===== src/rtl/fetch_pkg.sv =====
// Shared types and constants for the instruction-fetch controller.
// Optional misaligned-redirect trap is enabled with FETCH_ALIGN_CHECK_EN.
package fetch_pkg;

   localparam int unsigned PC_W       = 64;
   localparam int unsigned INST_W     = 32;
   localparam int unsigned INST_BYTES = 4;
   localparam int unsigned SUM_W      = PC_W + 1;

   typedef enum logic [1:0] {
      IDLE  = 2'd0,
      RUN   = 2'd1,
      HALT  = 2'd2,
      FAULT = 2'd3
   } fetch_state_t;

   // Carry-extended bounds check so a PC near 2^64 never appears to fit.
   function automatic logic fits_image(input logic [PC_W-1:0] pc,
                                       input logic [PC_W-1:0] mem_bytes);
      logic [SUM_W-1:0] w_end;
      w_end = {1'b0, pc} + SUM_W'(INST_BYTES);
      return (w_end <= {1'b0, mem_bytes});
   endfunction

endpackage


===== src/rtl/fetch_out_stage.sv =====
// One-entry valid/ready holding register between fetch and decode.
// Flush wins over capture; an accepted entry with no refill drains the stage.
module fetch_out_stage
   import fetch_pkg::*;
(
   input  logic              clk,
   input  logic              rst_n,
   input  logic              i_capture,
   input  logic              i_flush,
   input  logic              i_ready,
   input  logic [PC_W-1:0]   i_pc,
   input  logic [INST_W-1:0] i_instr,
   output logic              o_valid,
   output logic [PC_W-1:0]   o_pc,
   output logic [INST_W-1:0] o_instr
);

   always_ff @(posedge clk) begin
      if (!rst_n) begin
         o_valid <= 1'b0;
         o_pc    <= '0;
         o_instr <= '0;
      end else if (i_flush) begin
         o_valid <= 1'b0;
      end else if (i_capture) begin
         o_valid <= 1'b1;
         o_pc    <= i_pc;
         o_instr <= i_instr;
      end else if (i_ready) begin
         o_valid <= 1'b0;
      end
   end

endmodule


===== src/rtl/fetch_sequencer.sv =====
// Fetch controller: owns the PC, sequences fetches into a one-entry output stage,
// takes execute redirects and halts off the image. FETCH_ALIGN_CHECK_EN adds a misalign trap.
module fetch_sequencer
   import fetch_pkg::*;
#(
   parameter logic [PC_W-1:0] RESET_PC  = '0,
   parameter logic [PC_W-1:0] MEM_BYTES = PC_W'(88)
) (
   input  logic              clk,
   input  logic              rst_n,
   input  logic              start,
   output logic [PC_W-1:0]   inst_address,
   input  logic [INST_W-1:0] instruction,
   input  logic              redirect_valid,
   input  logic [PC_W-1:0]   redirect_pc,
   output logic              out_valid,
   input  logic              out_ready,
   output logic [PC_W-1:0]   out_pc,
   output logic [INST_W-1:0] out_instr,
   output logic              halted
`ifdef FETCH_ALIGN_CHECK_EN
   ,
   output logic              misalign_fault
`endif
);

   fetch_state_t    r_state;
   logic [PC_W-1:0] r_pc;
   logic            r_halted;
`ifdef FETCH_ALIGN_CHECK_EN
   logic            r_fault;
   logic            w_misalign;
`endif

   logic            w_active;
   logic            w_redir;
   logic            w_can_cap;
   logic            w_fits;
   logic            w_fetch;
   logic            w_capture;
   logic            w_flush;
   logic [PC_W-1:0] w_redirect_pc;

   assign w_active  = (r_state == RUN) || (r_state == HALT);
   assign w_redir   = redirect_valid && w_active;
   assign w_can_cap = !out_valid || out_ready;
   assign w_fits    = fits_image(r_pc, MEM_BYTES);
   assign w_fetch   = (r_state == RUN) && !w_redir && w_can_cap;
   assign w_capture = w_fetch && w_fits;
   assign w_flush   = w_redir || (w_fetch && !w_fits);

`ifdef FETCH_ALIGN_CHECK_EN
   assign w_misalign    = (redirect_pc[1:0] != 2'b00);
   assign w_redirect_pc = redirect_pc;
`else
   // Without the trap, targets are silently word-aligned.
   assign w_redirect_pc = redirect_pc & ~PC_W'(INST_BYTES - 1);
`endif

   // State, PC and status flags.
   always_ff @(posedge clk) begin
      if (!rst_n) begin
         r_state  <= IDLE;
         r_pc     <= RESET_PC;
         r_halted <= 1'b0;
`ifdef FETCH_ALIGN_CHECK_EN
         r_fault  <= 1'b0;
`endif
      end else begin
         case (r_state)
            IDLE: begin
               if (start) r_state <= RUN;
            end
            RUN, HALT: begin
               if (w_redir) begin
`ifdef FETCH_ALIGN_CHECK_EN
                  if (w_misalign) begin
                     r_state  <= FAULT;
                     r_halted <= 1'b0;
                     r_fault  <= 1'b1;
                  end else
`endif
                  begin
                     r_pc     <= w_redirect_pc;
                     r_state  <= RUN;
                     r_halted <= 1'b0;
                  end
               end else if (w_fetch) begin
                  if (w_fits) begin
                     r_pc <= r_pc + PC_W'(INST_BYTES);
                  end else begin
                     r_state  <= HALT;
                     r_halted <= 1'b1;
                  end
               end
            end
            default: begin
               r_state <= r_state;
            end
         endcase
      end
   end

   assign inst_address = r_pc;
   assign halted       = r_halted;
`ifdef FETCH_ALIGN_CHECK_EN
   assign misalign_fault = r_fault;
`endif

   fetch_out_stage u_out_stage (
      .clk       (clk),
      .rst_n     (rst_n),
      .i_capture (w_capture),
      .i_flush   (w_flush),
      .i_ready   (out_ready),
      .i_pc      (r_pc),
      .i_instr   (instruction),
      .o_valid   (out_valid),
      .o_pc      (out_pc),
      .o_instr   (out_instr)
   );

endmodule


===== config.mk =====
export PLATFORM = sky130hd
export DESIGN_NAME = fetch_sequencer
export DESIGN_NICKNAME = d
export VERILOG_FILES = /design/src/rtl/fetch_pkg.sv /design/src/rtl/fetch_out_stage.sv /design/src/rtl/fetch_sequencer.sv
export SDC_FILE = /design/constraint.sdc
export NUM_CORES = 1
export LEC_CHECK = 0
export CORE_UTILIZATION = 57
export CTS_CLUSTER_DIAMETER = 150
export CTS_CLUSTER_SIZE = 16
export DETAILED_ROUTE_END_ITERATION = 10
export DONT_BUFFER_PORTS = 1
export PLACE_DENSITY = 0.75
export RECOVER_POWER = 50
export SYNTH_ARGS = -nofsm -noshare
export SYNTH_HDL_FRONTEND = slang
export SYNTH_SLANG_ARGS = --single-unit

===== constraint.sdc =====
create_clock -name clk -period 4.05 [get_ports clk]
set_input_delay 0.405 -clock clk [delete_from_list [all_inputs] [get_ports clk]]
set_output_delay 0.405 -clock clk [all_outputs]
set_load 0.02 [all_outputs]

==> parameters.txt <==
Parameter                              Value

Status
  Outcome    complete, but fails checks
  Violations in the final reports    max-capacitance violations, max-slew violations

Floorplanning
  Initial Utilization    59.62%
  Site Rows    40
  Core Region    12210 µm²
  Count of boundary I/O pins    263
  Die area    13230 µm²
  Vertical die dimension    115.0 µm
  Die width    115.0 µm

Power and ir drop
  Cell leakage power    2.787 nW
  Peak ir drop on the vdd network    0.2730 mV
  Ratio of total power to cell area    510.0 nW/µm²

Logic synthesis
  Number of synthesized register bits    160
  Area fraction in and, or, nand and nor cells after synthesis    30.30%
  Post-synthesis share of cell area spent on xor and xnor gates    2.406%
  Top-area cell type share of the netlist area    43.99%
  Synth unique cells    58
  Register area share after synthesis    43.99%
  Mapped Cells    834
  Dominant combinational cell family by area after synthesis    simple AND/OR/NAND/NOR gates
  Mean Syn Cell Area    8.730 µm²
  Top-count cell post-synth    sky130_fd_sc_hd__dfxtp_1
  Count of synthesis-stage warnings from yosys    0
  Adder-cell area share of the yosys netlist    0.6874%
  Post-synth ARST share    0%
  Most common library cells after synthesis    sky130_fd_sc_hd__dfxtp_1, sky130_fd_sc_hd__nand2_1, sky130_fd_sc_hd__and2_1
  Synthesized area    7281 µm²
  Compound-cell area share of the yosys netlist    12.42%
  Cell type with the highest aggregate area in the netlist    sky130_fd_sc_hd__dfxtp_1
  Main synth FF type    sky130_fd_sc_hd__dfxtp_1
  Mux contribution to synthesized area    5.946%
  Number of synthesized flops with an enable pin    0
  Cells taking the most area after synthesis    sky130_fd_sc_hd__dfxtp_1, sky130_fd_sc_hd__nand2_1, sky130_fd_sc_hd__a21boi_0, sky130_fd_sc_hd__mux2i_1, sky130_fd_sc_hd__and2_1

Timing
  Final clock period utilization by the worst path    95.20%
  Max transition margin    -41.59%
  Time the final worst path needs with I/O delays and setup    3856 ps
  Final clock skew    10.47 ps
  Sum of negative setup slack    0 ps
  Max Transition Viols Final    65
  Achievable frequency    259.4 MHz
  Number of hold-slack violations in the final timing report    0
  Setup violators final    0
  Actual slew at the worst max-slew pin    2119 ps
  Unrepaired setup endpoints after global routing    false

Drt
  1st-iter DRT viols    421
  Routed length per placed instance    18.14 µm
  Number of antenna-violating nets in the routed design    0
  First drt pass iteration count    5
  Routed via count divided by cell count    5.984
  DR vias    6283
  Residual DRC    0
  DRT Wirelength    19050 µm

Worst setup path
  Crit path arrival time    4180 ps
  Endpoint class of the critical path    register
  Critical Path RT    4370 ps
  Category of the worst setup path launch point    register
  Top fanout value on the critical path    16
  Crit path kind    register to register

Place
  Final GP Congestion    0.8840
  Input/output buffers    0
  Cell count after placement    1016
  DP Wirelength    13590 µm

CTS
  CTS Buffer Depth    2
  Count of H-tree levels built during CTS    4
  CTS Root Cell    sky130_fd_sc_hd__clkbuf_16
  Clock tree from TritonCTS    done
  CTS sink count    160
  Hold_buf cts    0
  Clk slew on worst S/H paths    70 ps
  Later-pin clock latency in the skew report    430 ps
  CTS Buf Count    17

Global route
  Largest net degree at the start of global routing    116
  Overall routing resource usage    28.11%
  First-pass GRT wire length    29150 µm
  Initial antenna violation count    0
  Total gr overflow    0
  Via count of the first global-routing pass    5782

Worst hold path
  Worst hold path type    input port to register

Cells and area
  Area overhead of the layout relative to synthesis    14.18%
  Share of cells above drive strength 1    8.957%
  Multi-input gate area in the final layout    3810 µm²
  Final-stage net count    974
  Number of filler cells placed in the layout    1000
  Non-filler cells, final    1050
  Ant. Diodes    0
  Seq. cell area    3206 µm²

Job
  Maxcap violations    1
## metal layers
layer	wire length (µm)	global-route usage (%)	up-vias
li1	-	-	2983
met4	454	11.77	0
met5	0	0	-
met3	1757	9.752	41
met1	7768	33.00	2963
met2	9065	46.75	296
## logic make-up after synthesis
kind of cell	after synthesis
simple gates	412
flops	160
compound gates	123
buf+inv	71
mux	43
xor+xnor	20
fa+ha+maj	4
other cells	1
## cells in the final DEF, fill, tap and decap left out, types with 25 or more instances in the layout
master                     count
sky130_fd_sc_hd__mux2i_1      41
sky130_fd_sc_hd__nand4_1      25
sky130_fd_sc_hd__dfxtp_1     158
sky130_fd_sc_hd__clkbuf_1     40
sky130_fd_sc_hd__nand2_1     145
sky130_fd_sc_hd__and2_1       58
sky130_fd_sc_hd__nand3_1      35
sky130_fd_sc_hd__buf_4        28
sky130_fd_sc_hd__nor2b_1      39
sky130_fd_sc_hd__a21boi_0     56
## stage by stage
stage                     setup slack, ps  instance area (µm²)  hold slack [ps]  utilization (%)  total power [mW]
after floorplan                     1.612                 7295            519.0                -             2.409
after global placement              178.3                 7785            529.7            63.75             2.617
after detailed placement            105.7                 7785            543.7            63.75             2.651
after CTS                           80.56                 8399            91.95            68.78             4.284
after global routing                17.68                 8313            102.5            68.07             4.432
final                               194.2                 8313            110.4            68.07             4.240
## layout make-up
type / instances / area share, %
multi-input cells: 606 / 45.83
clock buffers: 17 / 5.117
well taps: 168 / 2.529
repair buffers: 71 / 5.102
flip-flops and latches: 160 / 38.56
inverters: 13 / 0.5870
clock inverters: 15 / 2.273
## path summary, 6_finish.rpt
| check | slack [ps] | startpoint | to | cells past startpoint |
|---|---|---|---|---|
| setup / recovery | 190 | inst_address[2] | u_out_stage.o_instr[2] | 13 |
| hold / removal | 110 | rst_n | u_out_stage.o_pc[7] | 1 |
| setup reg to reg | 190 | inst_address[2] | u_out_stage.o_instr[2] | 13 |
| hold reg to reg | 570 | u_out_stage.o_pc[47] | u_out_stage.o_pc[47] | 1 |
## worst max-delay path: stages, from the launching register on
cell and delay [ps]:
sky130_fd_sc_hd__dfxtp_2 330, sky130_fd_sc_hd__ha_1 170, sky130_fd_sc_hd__nand3_1 100, sky130_fd_sc_hd__or4_1 500, sky130_fd_sc_hd__buf_4 210, sky130_fd_sc_hd__or4_1 530, sky130_fd_sc_hd__nor3_1 180, sky130_fd_sc_hd__o2111ai_1 150
sky130_fd_sc_hd__or4_4 590, sky130_fd_sc_hd__nor4_4 270, sky130_fd_sc_hd__buf_4 220, sky130_fd_sc_hd__clkbuf_16 220, sky130_fd_sc_hd__mux2i_1 210, sky130_fd_sc_hd__nor2b_1 60
## what timing repair did
action                     4_1_cts  5_1_grt
setup endpoints to repair        0       85
gates resized for setup          0        6
setup buffers                    0        1
## flip-flops by register name (all words and copies together) (netlist names)
name,cells
halted,1
u_out_stage.o_instr,32
u_out_stage.o_pc,62
r_state,2
u_out_stage.o_valid,1
inst_address,62
## power by group
part / internal [mW] / leakage (nW) / switching [mW]
Clock: 0.893 / 0.298 / 0.745
Sequential: 1.67 / 1.29 / 0.107
Combinational: 0.286 / 1.19 / 0.541
Total: 2.85 / 2.79 / 1.39
Note: power is estimated with default switching activity, not from simulation.
